$ cat src/rtl/sreg_ctrl.sv
// sreg_ctrl: handshake-driven controller that loads a word into a 4-bit shift register and shifts/rotates it 4 times.
// Optional macro SREG_CTRL_BACKTOBACK_EN lets a new word be accepted in FIN.
module sreg_ctrl (
    input  logic       CLK,
    input  logic       RESET_L,
    input  logic       IN_VALID,
    output logic       IN_READY,
    input  logic [3:0] IN_DATA,
    input  logic       IN_DIR,
    input  logic       IN_ROT,
    input  logic       IN_FILL,
    output logic       ENB,
    output logic [1:0] MODE,
    output logic       DIR,
    output logic       S_IN,
    output logic [3:0] D,
    output logic       BUSY,
    output logic       DONE
);
    typedef enum logic [1:0] {IDLE, LOAD, SHIFT, FIN} state_t;
    state_t     state_q, state_d;
    logic [1:0] cnt_q, cnt_d;
    logic [3:0] data_q;
    logic       dir_q, rot_q, fill_q, run_q, hs;
    assign hs = IN_VALID && IN_READY;
    always_ff @(posedge CLK) begin
        if (!RESET_L) begin
            state_q <= IDLE;
            cnt_q   <= 2'd0;
            data_q  <= 4'd0;
            dir_q   <= 1'b0;
            rot_q   <= 1'b0;
            fill_q  <= 1'b0;
            run_q   <= 1'b0;
        end else begin
            state_q <= state_d;
            cnt_q   <= cnt_d;
            run_q   <= 1'b1;
            if (hs) begin
                data_q <= IN_DATA;
                dir_q  <= IN_DIR;
                rot_q  <= IN_ROT;
                fill_q <= IN_FILL;
            end
        end
    end
    always_comb begin
        state_d = state_q;
        cnt_d   = cnt_q;
        case (state_q)
            IDLE:  state_d = hs ? LOAD : IDLE;
            LOAD: begin
                state_d = SHIFT;
                cnt_d   = 2'd0;
            end
            SHIFT: begin
                cnt_d   = cnt_q + 2'd1;
                state_d = (cnt_q == 2'd3) ? FIN : SHIFT;
            end
            FIN:   state_d = hs ? LOAD : IDLE;
        endcase
    end
    // run_q delays IN_READY until the first edge that samples RESET_L high
    always_comb begin
`ifdef SREG_CTRL_BACKTOBACK_EN
        IN_READY = RESET_L && run_q && (state_q == IDLE || state_q == FIN);
`else
        IN_READY = RESET_L && run_q && (state_q == IDLE);
`endif
        ENB  = (state_q == LOAD) || (state_q == SHIFT);
        MODE = (state_q == LOAD) ? 2'b10 : (state_q == SHIFT) ? {1'b0, rot_q} : 2'b00;
        DIR  = (state_q == SHIFT) && dir_q;
        S_IN = (state_q == SHIFT) && fill_q;
        D    = (state_q == LOAD) ? data_q : 4'd0;
        BUSY = state_q != IDLE;
        DONE = state_q == FIN;
    end
endmodule

$ cat config.mk
export PLATFORM = sky130hd
export DESIGN_NAME = sreg_ctrl
export DESIGN_NICKNAME = d
export VERILOG_FILES = /design/src/rtl/sreg_ctrl.sv
export SDC_FILE = /design/constraint.sdc
export NUM_CORES = 1
export LEC_CHECK = 0
export BUFFER_PORTS_ARGS = -buffer_cell sky130_fd_sc_hd__clkbuf_2
export CORE_AREA = 2 2 43 60
export DETAILED_ROUTE_END_ITERATION = 8
export DIE_AREA = 0 0 45 62
export PLACE_DENSITY = 0.5
export SLEW_MARGIN = 30
export SYNTH_ARGS = -nofsm -noshare
export SYNTH_HDL_FRONTEND = slang
export SYNTH_SLANG_ARGS = --single-unit
$ cat constraint.sdc
create_clock -name CLK -period 1.5 [get_ports CLK]
set_input_delay 0.15 -clock CLK [delete_from_list [all_inputs] [get_ports CLK]]
set_output_delay 0.15 -clock CLK [all_outputs]
set_load 0.02 [all_outputs]
After elaboration in Yosys (flattened, before gate mapping)
Cells that the tools add are included.
{ "totals": {"out_inout_bits": 12, "input_bits": 10, "word_cells": 30, "register_bits": 12} }
{ "op_classes": {"n_addsub": 1, "n_reduce_logical": 10, "n_eq_ne": 4, "muxes": 8} }
{ "op_table": {"columns": ["cell", "n"], "rows": [
  ["equality test 2 bit, second input constant", 3],
  ["one-hot mux 2 bit (3 select lines)", 1],
  ["logical AND 1 bit", 5],
  ["two-way mux 1 bit", 4],
  ["two-way mux 4 bit", 1],
  ["one-hot mux 2 bit (2 select lines)", 1],
  ["nonzero test 2 bit", 2],
  ["adder 2 x 1 -> 2 bit, second input constant", 1],
  ["equality test 2 x 1 -> 1 bit, second input constant", 1],
  ["zero test 2 bit", 1],
  ["two-way mux 2 bit", 1],
  ["OR reduction 2 bit", 1],
  ["logical OR 1 bit", 1]
]} }

Longest topological paths before layout
Gate-level depths: netlist of run 1.
{ "logic_depth": {"depth_word": 5, "ltp_mapped": 4, "ltp_nobuf": 4} }

Worst setup path after synthesis of run 1
No wires, ideal clock.
{ "synth_path": {"path_kind": "reg-to-reg", "startpoint": "register state_q[0]", "endpoint": "register state_q[0]", "period_less_slack_ns": 1.275, "setup_slack_ns": 0.225, "required_time_ns": 1.404, "arrival_ns": 1.179, "stages_incl_launch_ff": 4, "setup_time_ns": 0.096, "n_path_buf": 0, "cell_sequence": "dfxtp_1 -> inv_1 -> ha_1 -> o41ai_2"} }
{ "synth_between": {"elab_chain_len": 5} }
{ "synth_lines": {"columns": ["item", "line", "source"], "rows": [
  ["from (decl)", "21", "state_t state_q, state_d;"],
  ["from (signal assigned)", "36", "state_q <= state_d;"],
  ["zero test 2 bit", "50, 68", null],
  ["logical AND 1 bit", "68", "IN_READY = RESET_L && run_q && (state_q == IDLE);"],
  ["logical AND 1 bit", "25", "assign hs = IN_VALID && IN_READY;"],
  ["two-way mux 1 bit", "51, 60", null],
  ["one-hot mux 2 bit (3 select lines) (*)", "50", "case (state_q)"]
]} }
Mark *: on every way between the ends. The rest lies on a longest branch, timed or not.
A chain may end at the register's enable or synchronous reset.

Worst setup path in the final report of run 1
{ "layout_path": {"startpoint": "register state_q[1]", "endpoint": "output ENB"} }
{ "layout_between": {"elab_chain_len": 2} }
{ "layout_lines": {"columns": ["item", "line", "source"], "rows": [
  ["equality test 2 x 1 -> 1 bit or equality test 2 bit (tied branches)", "70", "ENB = (state_q == LOAD) || (state_q == SHIFT);"],
  ["logical OR 1 bit (*)", "70", null],
  ["to (decl)", "12", "output logic ENB,"]
]} }
Marked as above.

==> results of run 1 <==
[cells in the mapped netlist]
| cell | instances | area share |
|---|---|---|
| nand2b_1 | 2 | 0.021 |
| nand4_4 | 1 | 0.035 |
| and2_1 | 7 | 0.073 |
| mux2i_1 | 7 | 0.12 |
| nand3_1 | 1 | 0.0083 |
| o41ai_2 | 1 | 0.027 |
| ha_1 | 6 | 0.13 |
| and3_2 | 1 | 0.013 |
| dfxtp_1 | 12 | 0.40 |
| inv_1 | 11 | 0.069 |
| nand2_1 | 7 | 0.044 |
| nand3b_1 | 1 | 0.013 |
| buf_2 | 1 | 0.0083 |
| and3b_1 | 1 | 0.015 |
| nand4b_1 | 1 | 0.015 |
| a21oi_1 | 2 | 0.017 |
[sequential cells by signal (all words and copies together) (netlist names)]
name     flops
cnt_q        2
data_q       4
dir_q        1
fill_q       1
rot_q        1
run_q        1
state_q      2
[layer usage]
| metal | GRT usage | share of wire | vias to the layer above | routed length [µm] |
|---|---|---|---|---|
| met5 | 0 | 0 | - | 0 |
| met4 | 0.0756 | 0.018 | 0 | 20 |
| met3 | 0.0231 | 0.076 | 2 | 86 |
| met2 | 0.149 | 0.49 | 17 | 558 |
| met1 | 0.107 | 0.42 | 217 | 474 |
| li1 | - | - | 244 | - |
[cells by family (layout without fill, tap and decap cells)]
logic type,after synthesis,count (layout),share of synthesized area
AOI/OAI and AO/OA,3,3,0.0438
buffers and inverters,12,35,0.0772
adders and majority gates,6,6,0.125
DFF,12,12,0.401
muxes,7,7,0.117
and+or+nand+nor,22,22,0.236
[stage by stage]
step	worst slack (ns)	area (µm²)	utilization	power, mW
2_1_floorplan	0.225	599	-	0.396
3_3_place_gp	0.236	728	0.315	0.424
3_5_place_dp	0.208	728	0.315	0.424
4_1_cts	0.00203	752	0.325	0.619
5_1_grt	-0.0263	759	0.328	0.637
6_report	0.0594	759	0.328	0.604
[worst min-delay path: stages]
cell,delay [ns]
clkbuf_2,0.08
inv_1,0.04
mux2i_1,0.05
[layout make-up]
| type | count | area share |
|---|---|---|
| multi-input cells | 38 | 0.422 |
| flip-flops and latches | 12 | 0.318 |
| repair buffers | 21 | 0.138 |
| inverters | 11 | 0.0544 |
| well taps | 23 | 0.0379 |
| clock buffers | 3 | 0.0297 |
[where the power goes]
group	switching, mW	internal, mW	leakage (nW)	total (mW)
registers	0.00754	0.333	0.0986	0.341
logic	0.0427	0.0336	0.314	0.0763
clock network	0.0947	0.0926	0.0138	0.187
total	0.145	0.459	0.427	0.604
[path summary, 6_finish.rpt]
check          endpoint  startpoint  slack [ns]
min reg2reg       dir_q       dir_q        0.46
max reg2reg  state_q[0]  state_q[1]        0.29
max                 ENB  state_q[1]        0.06
min               rot_q      IN_ROT        0.10
==> results.ini, run 1 <==
[routing]
vias = 480
drc_errors = 0
wirelength_um = 1140
vias_per_cell = 4.44
drt_first_iter_violations = 17
ant_nets = 0
drt_pass1_iterations = 4
wire_per_inst_um = 10.5

[cells_and_area]
diodes = 0
drive_above_1_share = 0.365
multi_input_area_um2 = 320
final_cells = 108
layout_commonest_cell = clkbuf_2
area_growth_pct = 26.7
layout.area.seq_um2 = 241
fillers = 254
final_cell_mix = 21 x clkbuf_2, 11 x inv_1, 11 x dfxtp_1
nNetsFinal = 103

[place]
gp_congestion = 0.598
place_hpwl_um = 866
dpl.cell_count = 105
io_buffers = 21

[sta]
setup_viol = 0
worst_pin_slew_ns = 0.290
period_share = 0.960
maxSlewViolCount = 0
fin_worst_skew_ns = 0.00233
fin_hold_ws_ns = 0.100
maxSlewHeadroom = 0.807
hold_viol_final = 0
min_period_ns = 1.44
rsz0062_at_grt = true
clock.fmax_mhz = 694
setup_tns_ns = 0

[synth]
netlist_area_um2 = 599
syn-num-nets = 78
synthCells = 62
ys_ff_latch = 12
syn_area_per_cell_um2 = 9.67
synth_cell_types = 16
ys_warn_count = 0
synth.yosys.seq_area_share = 0.401

[clock_network]
cts_buffer_depth = 2
cts_tree = yes
cts_setup_buffers = 0
cts_resized = 1
postCtsHoldBufs = 0
cts.sinks = 12
cts_made_buffers = 3
clkLatencyLatePin_ns = 0.26
cts_max_level = 1
clockRootBuffer = clkbuf_4
clk_pin_slew_worst_paths_ns = 0.07

[global_route]
grt_pass1_wl_um = 1840
grt_use_total = 0.0946
grt_antenna_before_repair = 0
overflow = 0
grt_pass1_vias = 421
grt_max_degree = 14

[floorplan]
core_um2 = 2310
start_util = 0.259
rows = 21
io_pins = 22
fp.dieH_um = 62
die_area_um2 = 2790
die_w_um = 45

[worst_setup_path]
worst_setup_path_end_kind = output pin
critPathBufInv = 2
cp.required_ns = 1.35
crit_chain = inv_1, ha_2, clkbuf_2
rr_worst_depth = 4
worstPathMaxFanout = 7
cp-start-kind = flop
path_class = flop to output pin
crit_slowest_cell = ha_2
critical-path-top-delay-family = adder cells
crit_cells = 3
max_stage_delay_ns = 0.40
arrival_ns = 1.29

[hold_path]
hold_depth = 3
hold_class = primary input to flop

[power]
ir_worst_vdd_uv = 409
cellPowerDensity_nw_per_um2 = 795
power.leakage_nw = 0.427

[flow_run]
cap_violations = 0

[run_status]
status = completed

(Power assumes the default switching activity.)
==> run 2: changes to the inputs <==
--- a/config.mk
+++ b/config.mk
@@ -5,11 +5,12 @@
 export SDC_FILE = /design/constraint.sdc
 export NUM_CORES = 1
 export LEC_CHECK = 0
+export ABC_AREA = 1
 export BUFFER_PORTS_ARGS = -buffer_cell sky130_fd_sc_hd__clkbuf_2
 export CORE_AREA = 2 2 43 60
 export DETAILED_ROUTE_END_ITERATION = 8
 export DIE_AREA = 0 0 45 62
-export PLACE_DENSITY = 0.5
+export PLACE_DENSITY = 0.51
 export SLEW_MARGIN = 30
 export SYNTH_ARGS = -nofsm -noshare
 export SYNTH_HDL_FRONTEND = slang
==> results.ini, run 2 <==
[routing]
drt_pass1_iterations = 2
drt_first_iter_violations = 5
vias = 527
drc_errors = 0
ant_nets = 0
wirelength_um = 1220
wire_per_inst_um = 9.88
vias_per_cell = 4.28

[place]
io_buffers = 21
dpl.cell_count = 116
place_hpwl_um = 889
gp_congestion = 0.673

[synth]
synth-xor-area-share = 0
syn_area_per_cell_um2 = 8.17
synth-simple-area-share = 0.333
synth_area_leaders = dfxtp_1 40%, ha_1 12%, nand3_1 12%
netlist_top_cells_count = 17 x nand2_1, 15 x nand3_1, 12 x dfxtp_1, 12 x inv_1, 6 x ha_1
synth_cell_types = 15
synth_flop_cell = dfxtp_1
synth-edff-count = 0
yosys.area.top_type = dfxtp_1
ys_warn_count = 0
synth_adder_area_share = 0.124
netlist_area_um2 = 604
synth-compound-area-share = 0.0435
muxShareOfSynthArea = 0
synthCells = 74
synth_top_cell_area_share = 0.398
synth_top_family_by_area = simple AND/OR/NAND/NOR gates
syn-num-nets = 90
synth.yosys.seq_area_share = 0.398
yosysMostFrequentCell = nand2_1
ys_ff_latch = 12
synthArstFlopShare = 0

[cells_and_area]
final_cells = 123
nNetsFinal = 117
top_register = data_q
area_growth_pct = 30.8
top_regs = data_q (4), cnt_q (2), state_q (2)
layout_commonest_cell = clkbuf_2
diodes = 0
largest_reg_flops = 4
fillers = 257
drive_above_1_share = 0.370
final_cell_mix = 20 x clkbuf_2, 17 x nand2_1, 15 x nand3_1, 12 x dfxtp_1, 11 x inv_1

[worst_setup_path]
max_stage_delay_ns = 0.39
path_class = flop to output pin
startpoint = state_q[0]
crit_chain = inv_1, ha_2, clkbuf_2
cp.required_ns = 1.35
worstPathMaxFanout = 6
cp-start-kind = flop
reg2reg_from = state_q[1]
worst_setup_path_end_kind = output pin
crit_slowest_cell = dfxtp_1
arrival_ns = 1.30

[clock_network]
cts_buffer_depth = 2
cts_tree = yes
cts_max_level = 1
postCtsHoldBufs = 0
cts_made_buffers = 3
clk_pin_slew_worst_paths_ns = 0.08
clockRootBuffer = clkbuf_4
clkLatencyLatePin_ns = 0.26
cts.sinks = 12

[sta]
fin_worst_skew_ns = 0.00129
rsz0062_at_grt = true
hold_viol_final = 0
setup_viol = 0
period_share = 0.969
clock.fmax_mhz = 688
maxSlewHeadroom = 0.828
maxSlewViolCount = 0
min_period_ns = 1.45
worst_pin_slew_ns = 0.258

[floorplan]
rows = 21
io_pins = 22
core_um2 = 2310
die_area_um2 = 2790
die_w_um = 45
start_util = 0.261
fp.dieH_um = 62

[global_route]
grt_pass1_vias = 429
grt_max_degree = 12
overflow = 0
grt_pass1_wl_um = 1770
grt_use_total = 0.0856
grt_antenna_before_repair = 0

[hold_path]
hp-start = IN_DATA[2]
hold_class = primary input to flop

[run_status]
status = completed

[power]
total_power_uw = 687
cellPowerDensity_nw_per_um2 = 869
power.leakage_nw = 0.457
ir_worst_vdd_uv = 360

[flow_run]
cap_violations = 0

[run 2: cell count changes after synthesis, moves of 2 or more]
cell	before	now
nand3_1	1	15
nand2_1	7	17
and2_1	7	0
mux2i_1	7	0
nand2_4	0	2
nand2b_1	2	0
[run 2: worst paths after layout]
| kind | cells after the start | slack (ns) | to |
|---|---|---|---|
| worst max register to register | 8 | 0.23 | data_q[2] |
| worst max-delay path | 3 | 0.05 | ENB |
| worst min register to register | 2 | 0.46 | data_q[3] |
| worst min-delay path | 3 | 0.10 | data_q[2] |
[run 2: layout make-up]
type	count	area (µm²)	share of cell area
Clock buffer	4	36.3	0.0459
Tap cell	23	28.8	0.0364
Inverter	12	45.0	0.0570
Multi-Input combinational cell	48	310	0.392
Timing Repair Buffer	24	130	0.165
Sequential cell	12	240	0.304
[run 2: repair_timing]
action,in CTS,in global routing
gates cloned,0,0
gates resized for setup,1,5
setup buffers,0,3
pin swaps,1,1
endpoints found under the setup margin,2,8
[run 2: cells by family after synthesis]
kind of cell / after synthesis
buffers and inverters: 14
adders and majority gates: 6
AOI/OAI and AO/OA: 4
and+or+nand+nor: 38
DFF: 12
[run 2: worst max-delay path, delay by kind of cell, from the launching register on]
kind	cells	cell delay [ns]
buf+inv	2	0.26
fa+ha+maj	1	0.38
flops	1	0.39
[run 2: per-layer routing]
layer	vias to the layer above	global-route usage	share of wire
li1	286	-	-
met1	230	0.111	0.46
met2	9	0.137	0.50
met3	2	0.0260	0.039
met4	0	0.0252	0.0041
met5	-	0	0
[run 2: metrics by stage]
step | cell area (µm²) | hold slack [ns] | util | TNS [ns] | setup WS [ns]
global placement | 722 | 0.385 | 0.312 | 0 | 0.321
finish | 791 | 0.104 | 0.342 | 0 | 0.0461
detailed placement | 722 | 0.378 | 0.312 | 0 | 0.300
global route | 791 | 0.106 | 0.342 | -0.0225 | -0.0114
floorplan | 604 | 0.178 | - | 0 | 0.267
CTS | 761 | 0.0919 | 0.329 | 0 | 0.0195
[run 2: power breakdown]
group,internal [mW],switching [mW]
Clock,0.147,0.106
Sequential,0.333,0.00782
Combinational,0.0378,0.0552
==> run 3: changes to the inputs <==
--- a/config.mk
+++ b/config.mk
@@ -10,6 +10,7 @@
 export CORE_AREA = 2 2 43 60
 export DETAILED_ROUTE_END_ITERATION = 8
 export DIE_AREA = 0 0 45 62
+export HOLD_SLACK_MARGIN = 0.12
 export PLACE_DENSITY = 0.51
 export SLEW_MARGIN = 30
 export SYNTH_ARGS = -nofsm -noshare
==> constraint.sdc (replaced) <==
create_clock -name CLK -period 1.5 [get_ports CLK]
set_input_delay 0.15 -clock CLK [delete_from_list [all_inputs] [get_ports CLK]]
set_output_delay 0.15 -clock CLK [all_outputs]
set_load 0.05 [all_outputs]
==> results.ini, run 3 (same netlist as run 2, synthesis figures left out) <==
[run_status]
status = completed

[global_route]
grt_antenna_before_repair = 0
grt_pass1_vias = 506
grt_max_degree = 11
grt_pass1_wl_um = 2150
overflow = 0
grt_use_total = 0.109

[routing]
drt_pass1_iterations = 4
wirelength_um = 1330
vias_per_cell = 4.41
wire_per_inst_um = 10.2
vias = 573
drt_first_iter_violations = 9
drc_errors = 0
ant_nets = 0

[worst_setup_path]
arrival_ns = 1.31
crit_chain = inv_2, ha_2, clkbuf_8
crit_slowest_cell = ha_2
cp.required_ns = 1.35
worst_setup_path_end_kind = output pin
cp-start-kind = flop
path_class = flop to output pin
worstPathMaxFanout = 6
max_stage_delay_ns = 0.39

[cells_and_area]
fillers = 247
largest_reg_flops = 4
layout_commonest_cell = nand2_1
diodes = 0
fin_util = 0.397
top_regs = data_q (4), cnt_q (2), state_q (2)
top_register = data_q
nNetsFinal = 125
multi_input_area_um2 = 323
drive_above_1_share = 0.374
layout.area.seq_um2 = 241
final_cells = 130
area_growth_pct = 51.8
final_cell_mix = 17 x nand2_1, 15 x nand3_1, 11 x dfxtp_1, 11 x clkbuf_2, 10 x inv_1

[clock_network]
cts_max_level = 1
clockRootBuffer = clkbuf_4
cts_tree = yes
clkLatencyLatePin_ns = 0.27
cts.sinks = 12
cts_made_buffers = 3
cts_buffer_depth = 2
clk_pin_slew_worst_paths_ns = 0.07

[floorplan]
core_um2 = 2310
start_util = 0.261
rows = 21
io_pins = 22
die_area_um2 = 2790
fp.dieH_um = 62
die_w_um = 45

[sta]
fin_worst_skew_ns = 0.00546
rsz0062_at_grt = true
min_period_ns = 1.46
period_share = 0.973
maxSlewViolCount = 0
maxSlewHeadroom = 0.817
clock.fmax_mhz = 685
setup_viol = 0
setup_tns_ns = 0
hold_viol_final = 0
worst_pin_slew_ns = 0.276

[power]
total_power_uw = 670
power.leakage_nw = 0.497
ir_worst_vdd_uv = 420
cellPowerDensity_nw_per_um2 = 731

[place]
dpl.cell_count = 117
place_hpwl_um = 927
io_buffers = 21
gp_congestion = 0.710

[hold_path]
hold_class = primary input to flop

[flow_run]
cap_violations = 0

-- run 3: cell types whose count changed in the layout (fill, tap and decap cells not counted) --
cell	before	now
inv_1	11	10
dlygate4sd3_1	0	7
clkbuf_8	1	3
dfxtp_1	12	11
buf_8	0	1
clkbuf_4	3	9
clkbuf_2	20	11
dfxtp_2	0	1
nor2_2	0	1
inv_2	1	2
ha_4	0	1
nor2_1	1	0
ha_2	3	2
-- run 3: what timing repair did --
action                                 CTS  global route
gates resized for setup                 14             9
setup endpoints to repair               10             9
setup buffers                            0             3
pin swaps                                1             1
endpoints found under the hold margin    7             0
hold buffers                             7             0
-- run 3: final timing paths --
path,slack (ns),to,startpoint,cells after the start
setup / recovery,0.04,ENB,state_q[1],3
hold / removal,0.22,run_q,RESET_L,2
setup reg to reg,0.21,fill_q,state_q[1],8
hold reg to reg,0.46,data_q[0],data_q[0],2
-- run 3: critical path, delay by kind of cell (launching register included) --
family	cells	cell delay [ns]
DFF	1	0.38
buffers and inverters	2	0.28
adders and majority gates	1	0.39
-- run 3: cell type report --
| cell class | count | share of cell area |
|---|---|---|
| inverter | 12 | 0.0491 |
| clock buffer | 3 | 0.0246 |
| tap | 23 | 0.0314 |
| sequential | 12 | 0.263 |
| multi-input combinational | 48 | 0.352 |
| timing repair buffer | 32 | 0.280 |
-- run 3: routing by layer --
metal	up-vias	routed length [µm]	global-route usage	part of all wire
li1	298	-	-	-
met1	265	539	0.122	0.41
met2	8	731	0.186	0.55
met3	2	45	0.0260	0.034
met4	0	14	0.0630	0.011
met5	-	0	0	0
-- run 3: power breakdown --
group / leakage (nW) / internal, mW / switching [mW]
sequential: 0.0985 / 0.333 / 0.00830
clock: 0.0138 / 0.0927 / 0.0993
combinational: 0.384 / 0.0605 / 0.0768
total: 0.497 / 0.486 / 0.184
-- run 3: metrics by stage --
step                      area, µm²  hold WS (ns)  worst slack [ns]
after floorplan                 609         0.178            0.0241
after global placement          734         0.385             0.186
after global routing            917         0.228           -0.0411
after CTS                       875         0.215          -0.00889
final                           917         0.216            0.0399
after detailed placement        734         0.384             0.188
